==> config.mk <==
export PLATFORM = sky130hd
export DESIGN_NAME = mem_stage_flat
export DESIGN_NICKNAME = d
export VERILOG_FILES = /design/src/rtl/mem_stage_if.sv /design/src/rtl/mem_stage.sv /design/src/flat_wrapper.sv
export SDC_FILE = /design/constraint.sdc
export NUM_CORES = 1
export LEC_CHECK = 0
export BUFFER_PORTS_ARGS = -buffer_cell sky130_fd_sc_hd__clkbuf_2
export CORE_ASPECT_RATIO = 0.6
export CORE_UTILIZATION = 46
export CTS_BUF_LIST = sky130_fd_sc_hd__clkbuf_8
export DETAILED_ROUTE_END_ITERATION = 6
export PLACE_DENSITY = 0.75
export REMOVE_ABC_BUFFERS = 1
export SYNTH_ARGS = -nofsm -noshare
export SYNTH_HDL_FRONTEND = slang
export SYNTH_SLANG_ARGS = --single-unit
==> constraint.sdc <==
create_clock -name clk -period 3 [get_ports clk]
set_clock_uncertainty 0.15 [all_clocks]
set_input_delay 0.15 -clock clk [delete_from_list [all_inputs] [get_ports clk]]
set_output_delay 0.15 -clock clk [all_outputs]
set_load 0.005 [all_outputs]
==> src/rtl/mem_stage_if.sv <==
// rtl/mem_stage_if.sv - data-memory req/ack port between mem_stage and memory
interface mem_stage_if;
   logic        dm_req;
   logic        dm_we;
   logic [31:0] dm_addr;
   logic [31:0] dm_wdata;
   logic [3:0]  dm_be;
   logic        dm_ack;
   logic [31:0] dm_rdata;

   modport master (
      output dm_req, dm_we, dm_addr, dm_wdata, dm_be,
      input  dm_ack, dm_rdata
   );

   modport slave (
      input  dm_req, dm_we, dm_addr, dm_wdata, dm_be,
      output dm_ack, dm_rdata
   );
endinterface

==> src/rtl/mem_stage.sv <==
// rtl/mem_stage.sv - memory-access pipeline stage with stall and access timeout
module mem_stage #(
   parameter int TIMEOUT = 255,
   parameter int CNT_W   = 8
) (
   input  logic        clk,
   input  logic        reset,
   input  logic        in_valid,
   input  logic [31:0] in_addr,
   input  logic [31:0] in_wdata,
   input  logic [4:0]  in_rd,
   input  logic        in_read,
   input  logic        in_write,
   input  logic [1:0]  in_size,
   input  logic        in_unsigned,
   output logic        stall,
   mem_stage_if.master dm,
   output logic        wb_valid,
   output logic [31:0] wb_data,
   output logic [4:0]  wb_rd,
   output logic        misalign,
   output logic        bus_err
);

   typedef enum logic {IDLE, ACCESS} state_t;

   state_t      state, state_nxt;
   logic [CNT_W-1:0] cnt;
   logic [4:0]  lat_rd;
   logic [1:0]  lat_off;
   logic [1:0]  lat_size;
   logic        lat_uns;

   logic        is_mem, aligned, start, timeout;
   logic [3:0]  be_nxt;
   logic [31:0] wdata_nxt;
   logic [7:0]  ld_byte;
   logic [15:0] ld_half;
   logic [31:0] ld_val;

   assign is_mem  = in_read | in_write;
   assign aligned = (in_size == 2'b00) ||
                    (in_size == 2'b01 && !in_addr[0]) ||
                    (in_size[1] && in_addr[1:0] == 2'b00);
   assign start   = (state == IDLE) && in_valid && is_mem && aligned;
   assign timeout = (state == ACCESS) && !dm.dm_ack && (cnt == CNT_W'(TIMEOUT - 1));

   // Gated by reset so the pipeline is never held while the stage is in reset
   assign stall = reset && (start || (state == ACCESS && !dm.dm_ack && !timeout));

   always_comb begin
      be_nxt    = 4'b1111;
      wdata_nxt = in_wdata;
      case (in_size)
         2'b00: begin
            be_nxt    = 4'b0001 << in_addr[1:0];
            wdata_nxt = {4{in_wdata[7:0]}};
         end
         2'b01: begin
            be_nxt    = in_addr[1] ? 4'b1100 : 4'b0011;
            wdata_nxt = {2{in_wdata[15:0]}};
         end
         default: begin
            be_nxt    = 4'b1111;
            wdata_nxt = in_wdata;
         end
      endcase
   end

   always_comb begin
      ld_byte = dm.dm_rdata[7:0];
      case (lat_off)
         2'b00:   ld_byte = dm.dm_rdata[7:0];
         2'b01:   ld_byte = dm.dm_rdata[15:8];
         2'b10:   ld_byte = dm.dm_rdata[23:16];
         default: ld_byte = dm.dm_rdata[31:24];
      endcase
      ld_half = lat_off[1] ? dm.dm_rdata[31:16] : dm.dm_rdata[15:0];
      ld_val  = dm.dm_rdata;
      case (lat_size)
         2'b00:   ld_val = {{24{ld_byte[7] & ~lat_uns}}, ld_byte};
         2'b01:   ld_val = {{16{ld_half[15] & ~lat_uns}}, ld_half};
         default: ld_val = dm.dm_rdata;
      endcase
   end

   always_comb begin
      state_nxt = state;
      case (state)
         IDLE:    if (start) state_nxt = ACCESS;
         ACCESS:  if (dm.dm_ack || timeout) state_nxt = IDLE;
         default: state_nxt = IDLE;
      endcase
   end

   always_ff @(posedge clk or negedge reset) begin
      if (!reset) state <= IDLE;
      else        state <= state_nxt;
   end

   always_ff @(posedge clk or negedge reset) begin
      if (!reset) begin
         cnt         <= '0;
         dm.dm_req   <= 1'b0;
         dm.dm_we    <= 1'b0;
         dm.dm_addr  <= '0;
         dm.dm_wdata <= '0;
         dm.dm_be    <= '0;
         lat_rd      <= '0;
         lat_off     <= '0;
         lat_size    <= '0;
         lat_uns     <= 1'b0;
         wb_valid    <= 1'b0;
         wb_data     <= '0;
         wb_rd       <= '0;
         misalign    <= 1'b0;
         bus_err     <= 1'b0;
      end else begin
         wb_valid <= 1'b0;
         misalign <= 1'b0;
         bus_err  <= 1'b0;
         case (state)
            IDLE: begin
               if (in_valid && !is_mem) begin
                  wb_data  <= in_addr;
                  wb_rd    <= in_rd;
                  wb_valid <= 1'b1;
               end else if (in_valid && !aligned) begin
                  misalign <= 1'b1;
               end else if (start) begin
                  dm.dm_req   <= 1'b1;
                  dm.dm_we    <= in_write;
                  dm.dm_addr  <= {in_addr[31:2], 2'b00};
                  dm.dm_wdata <= wdata_nxt;
                  dm.dm_be    <= be_nxt;
                  lat_rd      <= in_rd;
                  lat_off     <= in_addr[1:0];
                  lat_size    <= in_size;
                  lat_uns     <= in_unsigned;
                  cnt         <= '0;
               end
            end
            ACCESS: begin
               if (dm.dm_ack) begin
                  dm.dm_req <= 1'b0;
                  if (!dm.dm_we) begin
                     wb_data  <= ld_val;
                     wb_rd    <= lat_rd;
                     wb_valid <= 1'b1;
                  end
               end else if (timeout) begin
                  dm.dm_req <= 1'b0;
                  bus_err   <= 1'b1;
               end else begin
                  cnt <= cnt + 1'b1;
               end
            end
            default: ;
         endcase
      end
   end

endmodule

==> src/flat_wrapper.sv <==
// flat-port wrapper written by rule: the top's interface ports become plain ports
module mem_stage_flat 
#(
   parameter int TIMEOUT = 255,
   parameter int CNT_W   = 8
)
  (clk, reset, in_valid, in_addr, in_wdata, in_rd, in_read, in_write, in_size, in_unsigned, stall, wb_valid, wb_data, wb_rd, misalign, bus_err, dm_dm_req, dm_dm_we, dm_dm_addr, dm_dm_wdata, dm_dm_be, dm_dm_ack, dm_dm_rdata);
  mem_stage_if dm_i ();
  input  logic clk;
  input  logic reset;
  input  logic in_valid;
  input  logic [31:0] in_addr;
  input  logic [31:0] in_wdata;
  input  logic [4:0] in_rd;
  input  logic in_read;
  input  logic in_write;
  input  logic [1:0] in_size;
  input  logic in_unsigned;
  output logic stall;
  output logic wb_valid;
  output logic [31:0] wb_data;
  output logic [4:0] wb_rd;
  output logic misalign;
  output logic bus_err;
  output wire logic [$bits(dm_i.dm_req)-1:0] dm_dm_req;
  output wire logic [$bits(dm_i.dm_we)-1:0] dm_dm_we;
  output wire logic [$bits(dm_i.dm_addr)-1:0] dm_dm_addr;
  output wire logic [$bits(dm_i.dm_wdata)-1:0] dm_dm_wdata;
  output wire logic [$bits(dm_i.dm_be)-1:0] dm_dm_be;
  input wire logic [$bits(dm_i.dm_ack)-1:0] dm_dm_ack;
  input wire logic [$bits(dm_i.dm_rdata)-1:0] dm_dm_rdata;
  assign dm_dm_req = dm_i.dm_req;
  assign dm_dm_we = dm_i.dm_we;
  assign dm_dm_addr = dm_i.dm_addr;
  assign dm_dm_wdata = dm_i.dm_wdata;
  assign dm_dm_be = dm_i.dm_be;
  assign dm_i.dm_ack = dm_dm_ack;
  assign dm_i.dm_rdata = dm_dm_rdata;
  mem_stage #(.TIMEOUT(TIMEOUT), .CNT_W(CNT_W)) u_core (.clk(clk), .reset(reset), .in_valid(in_valid), .in_addr(in_addr), .in_wdata(in_wdata), .in_rd(in_rd), .in_read(in_read), .in_write(in_write), .in_size(in_size), .in_unsigned(in_unsigned), .stall(stall), .dm(dm_i), .wb_valid(wb_valid), .wb_data(wb_data), .wb_rd(wb_rd), .misalign(misalign), .bus_err(bus_err));
endmodule
### Word level (Yosys, flattened, before mapping)

Cells that the tools add are included.

| cells by class | value |
|---|---|
| bitwise logic cells | 7 |
| shifts and indexed selects | 1 |
| add/sub/neg operators | 1 |
| reductions and logical operators | 28 |
| muxes and demuxes | 39 |
| eq/ne operators | 14 |

Operator list:

| operator | number |
|---|---|
| $pmux 32 s2 | 3 |
| $mux 32 | 3 |
| $mux 8 | 5 |
| $pmux 8 s3 | 1 |
| $mux 1 | 16 |
| $mux 16 | 1 |
| $pmux 8 s2 | 1 |
| $mux 5 | 3 |
| $ne 2x2->1 const B | 7 |
| $logic_and 1x1->1 | 11 |
| $pmux 5 s2 | 1 |
| $add 8x1->8 const B | 1 |
| $eq 8x8->1 const B | 1 |
| $logic_not 2->1 | 4 |
| $pmux 4 s2 | 1 |
| $reduce_and 4->1 | 2 |
| $eq 2x1->1 const B | 3 |
| $pmux 1 s2 | 3 |
| $logic_not 1->1 | 5 |
| $reduce_and 5->1 | 1 |
| $logic_or 1x1->1 | 4 |
| $mux 4 | 1 |
| $not 1->1 | 4 |
| $shl 1x2->4 const A | 1 |
| other kinds (6) | 7 |

| storage, ports and cells | value |
|---|---|
| logic and storage cells | 106 |
| input bits | 110 |
| register bits after elaboration | 127 |
| output and inout port bits | 111 |

### Logic depth before layout (Yosys ltp)

Gate-level depths: netlist (run 1).

| depth | value |
|---|---|
| word-level depth | 9 |
| gate-level depth with buffers | 6 |

### Worst setup path after synthesis (run 1)

No wires, ideal clock.

| path | value |
|---|---|
| kind | flip-flop to output port |
| start | register u_core.cnt[0] |
| end | output port stall |
| data arrival time | 1405 ps |
| cell stages (with the launch flop) | 7 |
| slack | 1295 ps |
| required time | 2700 ps |
| path through | dfrtp_1 inv_1 ha_1 nand3_1 o21ai_0 nand2_1 and2_1 |

| on the way | value |
|---|---|
| cells in the longest elaborated chain, start to end | 6 |

RTL lines:

| element | line | text |
|---|---|---|
| start, declared | mem_stage.sv:28 | `logic [CNT_W-1:0] cnt;` |
| start signal, assigned | mem_stage.sv:155 | `cnt <= cnt + 1'b1;` |
| $eq 8x8->1 | mem_stage.sv:46 | `assign timeout = (state == ACCESS) && !dm.dm_ack && (cnt == CNT_W'(TIMEOUT - 1));` |
| $logic_and 1x1->1 | mem_stage.sv:46 |  |
| $logic_not 1->1 | mem_stage.sv:49 | `assign stall = reset && (start \|\| (state == ACCESS && !dm.dm_ack && !timeout));` |
| $logic_and 1x1->1 | mem_stage.sv:49 |  |
| $logic_or 1x1->1 | mem_stage.sv:49 |  |
| $logic_and 1x1->1 | mem_stage.sv:49 |  |
| end, declared | flat_wrapper.sv:19 | `output logic stall;` |

Every way passes these cells.

### Worst setup path in the final report (run 1)

| path | value |
|---|---|
| start | register u_core.lat_off[1] |
| end | register u_core.wb_data[18] |

| on the way | value |
|---|---|
| cells in the longest elaborated chain, start to end | 7 |
| elaborated cells on any way between the ends | 11 |
| those cells by class | eq/ne (2); mux (6); bitwise (2); reduce/logical (1) |

RTL lines:

| element | line | text |
|---|---|---|
| start, declared | mem_stage.sv:30 | `logic [1:0] lat_off;` |
| start signal, assigned | mem_stage.sv:137 | `lat_off <= in_addr[1:0];` |
| $eq 2x2->1, or another cell as far along | mem_stage.sv:72 | `case (lat_off)` |
| $pmux 8 s3 | mem_stage.sv:72 |  |
| $and 1x1->1 | mem_stage.sv:81 | `2'b00: ld_val = {{24{ld_byte[7] & ~lat_uns}}, ld_byte};` |
| $pmux 32 s2 (*) | mem_stage.sv:80 | `case (lat_size)` |
| $mux 32 (*) | mem_stage.sv:146 | `if (!dm.dm_we) begin` |
| $mux 32 (*) | mem_stage.sv:144 | `if (dm.dm_ack) begin` |
| $pmux 32 s2 (*) | mem_stage.sv:122 | `case (state)` |
| end signal, assigned | mem_stage.sv:125 | `wb_data <= in_addr;` |
| end signal, assigned | mem_stage.sv:147 | `wb_data <= ld_val;` |
| end, declared | mem_stage.sv:19 | `output logic [31:0] wb_data,` |

Mark *: on every way between the ends. The rest lies on a longest branch, timed or not. The select of a mux whose other input is x is not followed.
A chain may end at the register's enable or synchronous reset.

==> metrics, run 1 <==
max-cap viol count 0; post-CTS setup buffer count 0; Antenna diodes 0; die outline area 0.01363 mm^2; mean number of vias per cell 5.407; Reg2Reg Setup Slack 0.23 ns; total number of nets in the final design 995; delay of the slowest cell on the worst path 0.63 ns; detailed-route wire length 18840 um; post-synthesis register bit count 127; residual DRC count 0; number of cells produced by synthesis 577; Cell Rows 32; CTS root buf sky130_fd_sc_hd__clkbuf_8; Critical R2R Capture u_core.wb_data[18]$_DFFE_PN0P_; hold path depth 3; count of antenna-violating nets left after detailed routing 0; yosys synthesis warning count 0; proportion of synthesized chip area in sequential cells 52.54%; cells traversed along the worst timing path buf_4 -> mux2i_1 -> mux2i_1 -> a21oi_2 -> a211oi_1 -> dlygate4sd3_1; minimum clock period 2.771 ns; worst skew pair latency 0.43 ns; Power Total 6.096 mW; routability-driven placement congestion ratio 0.8265; outcome complete, no violations; Static Leak 4.179 nW; Crit. Startpoint u_core.lat_off[1]$_DFFE_PN0P_; horizontal die dimension 150.0 um; total number of vias 5758; Reg2Reg Launch Point u_core.lat_off[1]$_DFFE_PN0P_; number of global-route vias before repair 5870; number of setup violations in the final report 0; final cycle utilization of the critical path 92.35%; final number of max-transition violations 0; minimum setup slack in the final design 0.2295 ns; critical path start-end classification register to register; crit path DAT 2.93 ns; Least-Margin Pin Slew 0.8021 ns; most frequent cells after synthesis 127 x sky130_fd_sc_hd__dfrtp_1, 57 x sky130_fd_sc_hd__nand2_1, 52 x sky130_fd_sc_hd__nor2_1, 49 x sky130_fd_sc_hd__o21ai_0, 48 x sky130_fd_sc_hd__mux2_2; Top FF cell, synth sky130_fd_sc_hd__dfrtp_1; Crit. End Element register; sum of net half-perimeters after detailed placement 12450 um; worst slew margin relative to its limit 46.52%; first-pass GRT wire length 29730 um; Worst EP required 3.16 ns; antenna violations before repair 0; fraction of layout cells with a size suffix above 1 34.97%; number of standard cells in the final layout excluding fillers 1065; count of routing violations after the opening detailed-route iteration 343; vertical extent of the die 90.82 um; termination of the worst setup path u_core.wb_data[18]$_DFFE_PN0P_; classification of the worst-slack hold path input pin to register; CP max FO 25; global routing usage summed across all routing layers 28.29%; count of H-tree levels built during CTS 4; nature of the critical path startpoint register; most instantiated library cell after synthesis sky130_fd_sc_hd__dfrtp_1; Max Freq 360.9 MHz; Synth area leader sky130_fd_sc_hd__dfrtp_1; number of search-and-repair iterations in the first detailed-routing pass 5; share of flip-flops with an asynchronous set or reset after synthesis 100.0%; power density over the cells 699.8 mW/mm^2; number of synthesized flops with an enable pin 0; number of endpoints with negative hold slack in the final report 0; routed wirelength normalized by instance count 17.69 um; TritonCTS clock tree built; depth of the worst register-to-register path 6; leading post-synthesis cells by cell area sky130_fd_sc_hd__dfrtp_1 53%, sky130_fd_sc_hd__mux2_2 8.9%, sky130_fd_sc_hd__mux2i_1 5.6%; overflow left after global routing 0; Synth cell types 47; slowest stage cell, crit path sky130_fd_sc_hd__a21oi_2; number of sinks driven by the clock tree 127; post-placement cell count 934; clock buffers created by TritonCTS 17; Worst Setup Slack post-DPL 0.5925 ns; initial standard-cell utilization of the core 47.21%; cell repeated most along the worst path sky130_fd_sc_hd__mux2i_1; number of port buffers 218; mean post-synth cell area 10.48 um^2; clock transition at the registers of the reported paths 0.08 ns; Yosys top cell area share 52.54%; number of placed I/O pins 221; Worst path depth 6; kind of cell adding the most delay to the critical path buffers and inverters; RSZ-0062 raised after global routing no; post-synth design cell area 0.006048 mm^2; pin count of the biggest net entering global routing 80; maximum resistive drop on vdd 342.7 uV; maximum clock insertion buffer count 2; area of the core 0.01281 mm^2; worst path bufs/invs 2; area delta synth->final 44.04%
-- report_power, final --
group	switching, mW	internal (mW)
Clock	0.722	1.01
Combinational	0.898	0.902
Sequential	0.344	2.22
-- state kept, by name, summed over array words and instances (netlist names), 2 cells and up --
signal              count
u_core.lat_off          2
u_core.dm.dm_be         4
u_core.dm.dm_addr      30
u_core.wb_data         32
u_core.cnt              8
u_core.lat_size         2
u_core.dm.dm_wdata     32
u_core.lat_rd           5
u_core.wb_rd            5
-- final cells by class --
cell class,instances,area [um^2]
sequential,127,3179
multi-input combinational,404,2643
inverter,6,26.28
tap,170,212.7
clock inverter,13,212.7
fill,948,4100
clock buffer,18,247.7
timing repair buffer,327,2191
-- cell usage in the layout, fill, tap and decap left out, types with 2 or more instances in the layout --
| cell type | n |
|---|---|
| sky130_fd_sc_hd__inv_1 | 4 |
| sky130_fd_sc_hd__nor2b_1 | 9 |
| sky130_fd_sc_hd__dlygate4sd3_1 | 100 |
| sky130_fd_sc_hd__nor2_1 | 52 |
| sky130_fd_sc_hd__ha_1 | 2 |
| sky130_fd_sc_hd__clkbuf_8 | 18 |
| sky130_fd_sc_hd__nand2_1 | 57 |
| sky130_fd_sc_hd__mux2_2 | 48 |
| sky130_fd_sc_hd__clkinvlp_4 | 4 |
| sky130_fd_sc_hd__a211oi_1 | 36 |
| sky130_fd_sc_hd__buf_12 | 2 |
| sky130_fd_sc_hd__xor2_1 | 3 |
| sky130_fd_sc_hd__conb_1 | 2 |
| sky130_fd_sc_hd__nand2b_1 | 4 |
| sky130_fd_sc_hd__clkinv_4 | 3 |
| sky130_fd_sc_hd__nand3_1 | 5 |
| sky130_fd_sc_hd__o211ai_1 | 3 |
| sky130_fd_sc_hd__or4_1 | 6 |
| sky130_fd_sc_hd__mux2i_1 | 34 |
| sky130_fd_sc_hd__a21o_1 | 8 |
| sky130_fd_sc_hd__o21ai_0 | 49 |
| sky130_fd_sc_hd__nor3_1 | 31 |
| sky130_fd_sc_hd__buf_4 | 7 |
| sky130_fd_sc_hd__a31oi_1 | 2 |
| sky130_fd_sc_hd__a21oi_1 | 23 |
| sky130_fd_sc_hd__clkbuf_2 | 217 |
| sky130_fd_sc_hd__nand4_1 | 2 |
| sky130_fd_sc_hd__a22oi_1 | 9 |
| sky130_fd_sc_hd__dfrtp_1 | 126 |
| sky130_fd_sc_hd__bufinv_16 | 5 |
-- through the flow --
step / TNS [ns] / cell area, um^2 / hold WS, ns / utilization [%]
global placement: 0 / 7247 / -0.03920 / 56.56
CTS: 0 / 8708 / 0.01344 / 67.97
detailed placement: 0 / 7247 / -0.02724 / 56.56
finish: 0 / 8712 / 0.04074 / 68.00
floorplan: -239.32 / 5818 / -0.2956 / -
global route: 0 / 8712 / 0.02539 / 68.00
-- kinds of logic (layout without fill, tap and decap cells) --
| logic type | count (synthesis) | count (layout) | synth area share [%] |
|---|---|---|---|
| muxes | 82 | 82 | 14.56 |
| and+or+nand+nor | 176 | 176 | 13.32 |
| other | 1 | 2 | 0.06200 |
| xor gates and xnor gates | 3 | 3 | 0.4345 |
| buffers and inverters | 47 | 364 | 4.241 |
| adders and majority gates | 2 | 2 | 0.4137 |
| DFF | 127 | 127 | 52.54 |
| AOI/OAI and AO/OA | 139 | 139 | 14.42 |
-- worst reg2reg max path, cell delays in order, from the launching register on --
cell                            delay (ns)
sky130_fd_sc_hd__dfrtp_1              0.39
sky130_fd_sc_hd__buf_4                0.29
sky130_fd_sc_hd__mux2i_1              0.30
sky130_fd_sc_hd__mux2i_1              0.13
sky130_fd_sc_hd__a21oi_2              0.63
sky130_fd_sc_hd__a211oi_1             0.17
sky130_fd_sc_hd__dlygate4sd3_1        0.60
-- repair_timing --
| item | 4_1_cts | 5_1_grt |
|---|---|---|
| endpoints found under the hold margin | 161 | 0 |
| resized for setup | 0 | 1 |
| setup endpoints to repair | 0 | 2 |
| hold buffers | 100 | 0 |
-- per-layer routing --
layer,up-vias,global-route usage [%],wire [um]
li1,2677,-,-
met1,2784,35.70,8101
met2,245,45.87,8843
met3,52,7.020,1389
met4,0,12.71,507
met5,-,0,0
-- worst min-delay path by stage --
| stage | to | startpoint | slack [ns] |
|---|---|---|---|
| 2_1_floorplan | u_core.bus_err$_DFF_PN0_ | reset | -0.30 |
| 3_3_place_gp | u_core.dm.dm_addr[20]$_DFFE_PN0P_ | reset | -0.04 |
| 3_5_place_dp | u_core.dm.dm_addr[20]$_DFFE_PN0P_ | reset | -0.03 |
| 4_1_cts | u_core.wb_data[0]$_DFFE_PN0P_ | dm_dm_rdata[0] | 0.01 |
| 5_1_grt | u_core.wb_data[8]$_DFFE_PN0P_ | dm_dm_rdata[8] | 0.03 |
| 6_report | u_core.wb_data[8]$_DFFE_PN0P_ | dm_dm_rdata[8] | 0.04 |
(Power assumes the default switching activity.)
==> run 2: changes to the inputs <==
--- a/config.mk
+++ b/config.mk
@@ -7,10 +7,10 @@
 export LEC_CHECK = 0
 export BUFFER_PORTS_ARGS = -buffer_cell sky130_fd_sc_hd__clkbuf_2
 export CORE_ASPECT_RATIO = 0.6
-export CORE_UTILIZATION = 46
+export CORE_UTILIZATION = 50
 export CTS_BUF_LIST = sky130_fd_sc_hd__clkbuf_8
 export DETAILED_ROUTE_END_ITERATION = 6
-export PLACE_DENSITY = 0.75
+export PLACE_DENSITY = 0.81
 export REMOVE_ABC_BUFFERS = 1
 export SYNTH_ARGS = -nofsm -noshare
 export SYNTH_HDL_FRONTEND = slang
==> run 2 against run 1 <==
Compared with the run above: register-to-register slack got worse by 0.05 ns; sequential cell count unchanged; maximum frequency is 1.7% lower; core utilization grew 7.6 points; via count up 2.7%; sequential power hardly changed; highest routed layer unchanged.
==> metrics, run 2 (synthesis results as in run 1) <==
outcome complete, no violations; Reg2Reg Launch Point u_core.lat_off[1]$_DFFE_PN0P_; overflow left after global routing 0 (unchanged); area delta synth->final 43.98% (about the same); delay of the slowest cell on the worst path 0.72 ns (+0.09 ns); vertical extent of the die 87.20 um (-4.0%); pin count of the biggest net entering global routing 111 (+39%); CTS root buf sky130_fd_sc_hd__clkbuf_8; classification of the worst-slack hold path input pin to asynchronous set/reset pin; antenna violations before repair 0 (unchanged); top flop regs u_core.dm.dm_wdata x32, u_core.wb_data x32, u_core.dm.dm_addr x30; total area of multi-input combinational cells 0.002643 mm^2 (unchanged); residual DRC count 0 (unchanged); Least-Margin Pin Slew 0.9225 ns (+0.1204 ns); depth of the worst register-to-register path 6 (unchanged); Critical R2R Capture u_core.wb_data[17]$_DFFE_PN0P_; met3 routed WL 1890 um (+36%); most frequent standard cell in the layout excluding fill and tap cells sky130_fd_sc_hd__clkbuf_2; Max Freq 355.0 MHz (-1.7%); Antenna diodes 0 (unchanged); routability-driven placement congestion ratio 0.7612 (-7.9%); TritonCTS clock tree built; number of port buffers 218 (unchanged); post-CTS setup buffer count 0 (unchanged); count of H-tree levels built during CTS 4 (unchanged); cells traversed along the worst timing path buf_4 -> mux2i_1 -> mux2i_1 -> a21oi_2 -> a211oi_1 -> dlygate4sd3_1; final-layout fill cell count 759 (-20%); final cycle utilization of the critical path 93.91% (+1.6 points); Reg2Reg Setup Slack 0.18 ns (-0.05 ns); Worst Setup Slack post-DPL 0.6253 ns (+0.03276 ns); routed wirelength normalized by instance count 18.48 um (+4.4%); commonest non-fill, non-tap cells in the layout 217 x sky130_fd_sc_hd__clkbuf_2, 126 x sky130_fd_sc_hd__dfrtp_1, 105 x sky130_fd_sc_hd__dlygate4sd3_1; total number of nets in the final design 999 (+0.40%); critical path start-end classification register to register; Static Leak 4.188 nW (+0.20%); number of search-and-repair iterations in the first detailed-routing pass 4 (-1); final number of max-transition violations 0 (unchanged); Crit. End Element register; WL met2 9418 um (+6.5%); sum of net half-perimeters after detailed placement 12240 um (-1.7%); CP max FO 26 (+4.0%); count of routing violations after the opening detailed-route iteration 311 (-9.3%); cell repeated most along the worst path sky130_fd_sc_hd__mux2i_1; combined flip-flop and latch cell area 0.003179 mm^2 (unchanged); fraction of layout cells with a size suffix above 1 34.59% (-0.38 points); die outline area 0.01256 mm^2 (-7.9%); clock buffers created by TritonCTS 17 (unchanged); number of endpoints with negative hold slack in the final report 0 (unchanged); clock transition at the registers of the reported paths 0.08 ns (about the same); maximum clock insertion buffer count 2 (unchanged); total placed instance area 0.007227 mm^2 (-0.28%); crit path DAT 2.99 ns (+0.06 ns); initial standard-cell utilization of the core 52.49% (+5.3 points); count of antenna-violating nets left after detailed routing 0 (unchanged); first-pass GRT wire length 30590 um (+2.9%); worst slew margin relative to its limit 38.50% (-8.0 points); uppermost routed layer met4; final design area excluding fillers 0.008708 mm^2 (about the same); nature of the critical path startpoint register; max-cap viol count 0 (unchanged); maximum resistive drop on vdd 324.6 uV (-5.3%); M1 wire length 7873 um (-2.8%); power density over the cells 691.6 mW/mm^2 (-1.2%); global routing usage summed across all routing layers 32.33% (+4.0 points); detailed-route wire length 19570 um (+3.8%); Cell Rows 30 (-6.3%); Worst EP required 3.17 ns (about the same); number of placed I/O pins 221 (unchanged); total number of vias 5914 (+2.7%); worst skew pair latency 0.42 ns (about the same); area of the core 0.01152 mm^2 (-10%); minimum clock period 2.817 ns (+0.04663 ns); mean number of vias per cell 5.585 (+3.3%); number of setup violations in the final report 0 (unchanged); slowest stage cell, crit path sky130_fd_sc_hd__a21oi_2; minimum setup slack in the final design 0.1828 ns (-0.04663 ns); number of sinks driven by the clock tree 127 (unchanged); RSZ-0062 raised after global routing no; number of global-route vias before repair 6168 (+5.1%); horizontal die dimension 144.0 um (-4.0%)
==> run 2: worst max-delay path: cells and delay by family (launching register included) <==
kind,cells,cell delay [ns]
multiplexers,2,0.41
AO/OA/AOI/OAI,2,0.88
flip-flops,1,0.37
buffers and inverters,2,0.89
==> run 2: how the worst max path moves through the flow <==
stage,startpoint,to,cells past startpoint
finish,u_core.lat_off[1]$_DFFE_PN0P_,u_core.wb_data[17]$_DFFE_PN0P_,6
global route,u_core.lat_off[1]$_DFFE_PN0P_,u_core.wb_data[26]$_DFFE_PN0P_,6
CTS,u_core.state$_DFF_PN0_,u_core.wb_data[26]$_DFFE_PN0P_,6
detailed placement,u_core.state$_DFF_PN0_,u_core.wb_data[9]$_DFFE_PN0P_,5
global placement,u_core.state$_DFF_PN0_,u_core.wb_data[15]$_DFFE_PN0P_,5
floorplan,in_size[1],u_core.dm.dm_addr[10]$_DFFE_PN0P_,3
==> run 2: what timing repair did <==
item | 4_1_cts | 5_1_grt
resized for setup | 0 | 1
endpoints found under the setup margin | 0 | 2
hold endpoints to repair | 240 | 0
hold buffers | 105 | 0
==> run 2: metrics by stage <==
| stage | TNS [ns] | hold slack [ns] | instances | util [%] | power, mW |
|---|---|---|---|---|---|
| 5_1_grt | 0 | 0.03462 | 1059 | 75.57 | 6.357 |
| 4_1_cts | 0 | 0.02238 | 1059 | 75.54 | 5.992 |
| 6_report | 0 | 0.03566 | 1059 | 75.57 | 6.023 |
| 3_5_place_dp | 0 | -0.07165 | 923 | 62.71 | 4.252 |
| 3_3_place_gp | 0 | -0.07068 | 923 | 62.71 | 4.159 |
| 2_1_floorplan | -239.32 | -0.2956 | 537 | - | 3.346 |
==> run 2: final cells by class <==
class / count / share of cell area, %
clock inverters: 14 / 2.213
multi-input cells: 404 / 30.34
well taps: 160 / 2.299
inverters: 6 / 0.3017
clock buffers: 17 / 2.687
flip-flops and latches: 127 / 36.51
repair buffers: 331 / 25.65
==> run 2: power breakdown <==
part           leakage [nW]  internal (mW)  total [mW]  switching, mW
sequential             1.53           2.22        2.58          0.360
clock                 0.214          0.904        1.62          0.718
combinational          2.45          0.906        1.82          0.916
total                  4.19           4.03        6.02           1.99
==> run 2: routing by layer <==
| layer | up-vias | track usage, % |
|---|---|---|
| met4 | 0 | 13.06 |
| met1 | 2879 | 39.60 |
| met2 | 319 | 54.46 |
| met3 | 37 | 8.906 |
| li1 | 2679 | - |
| met5 | - | 0 |
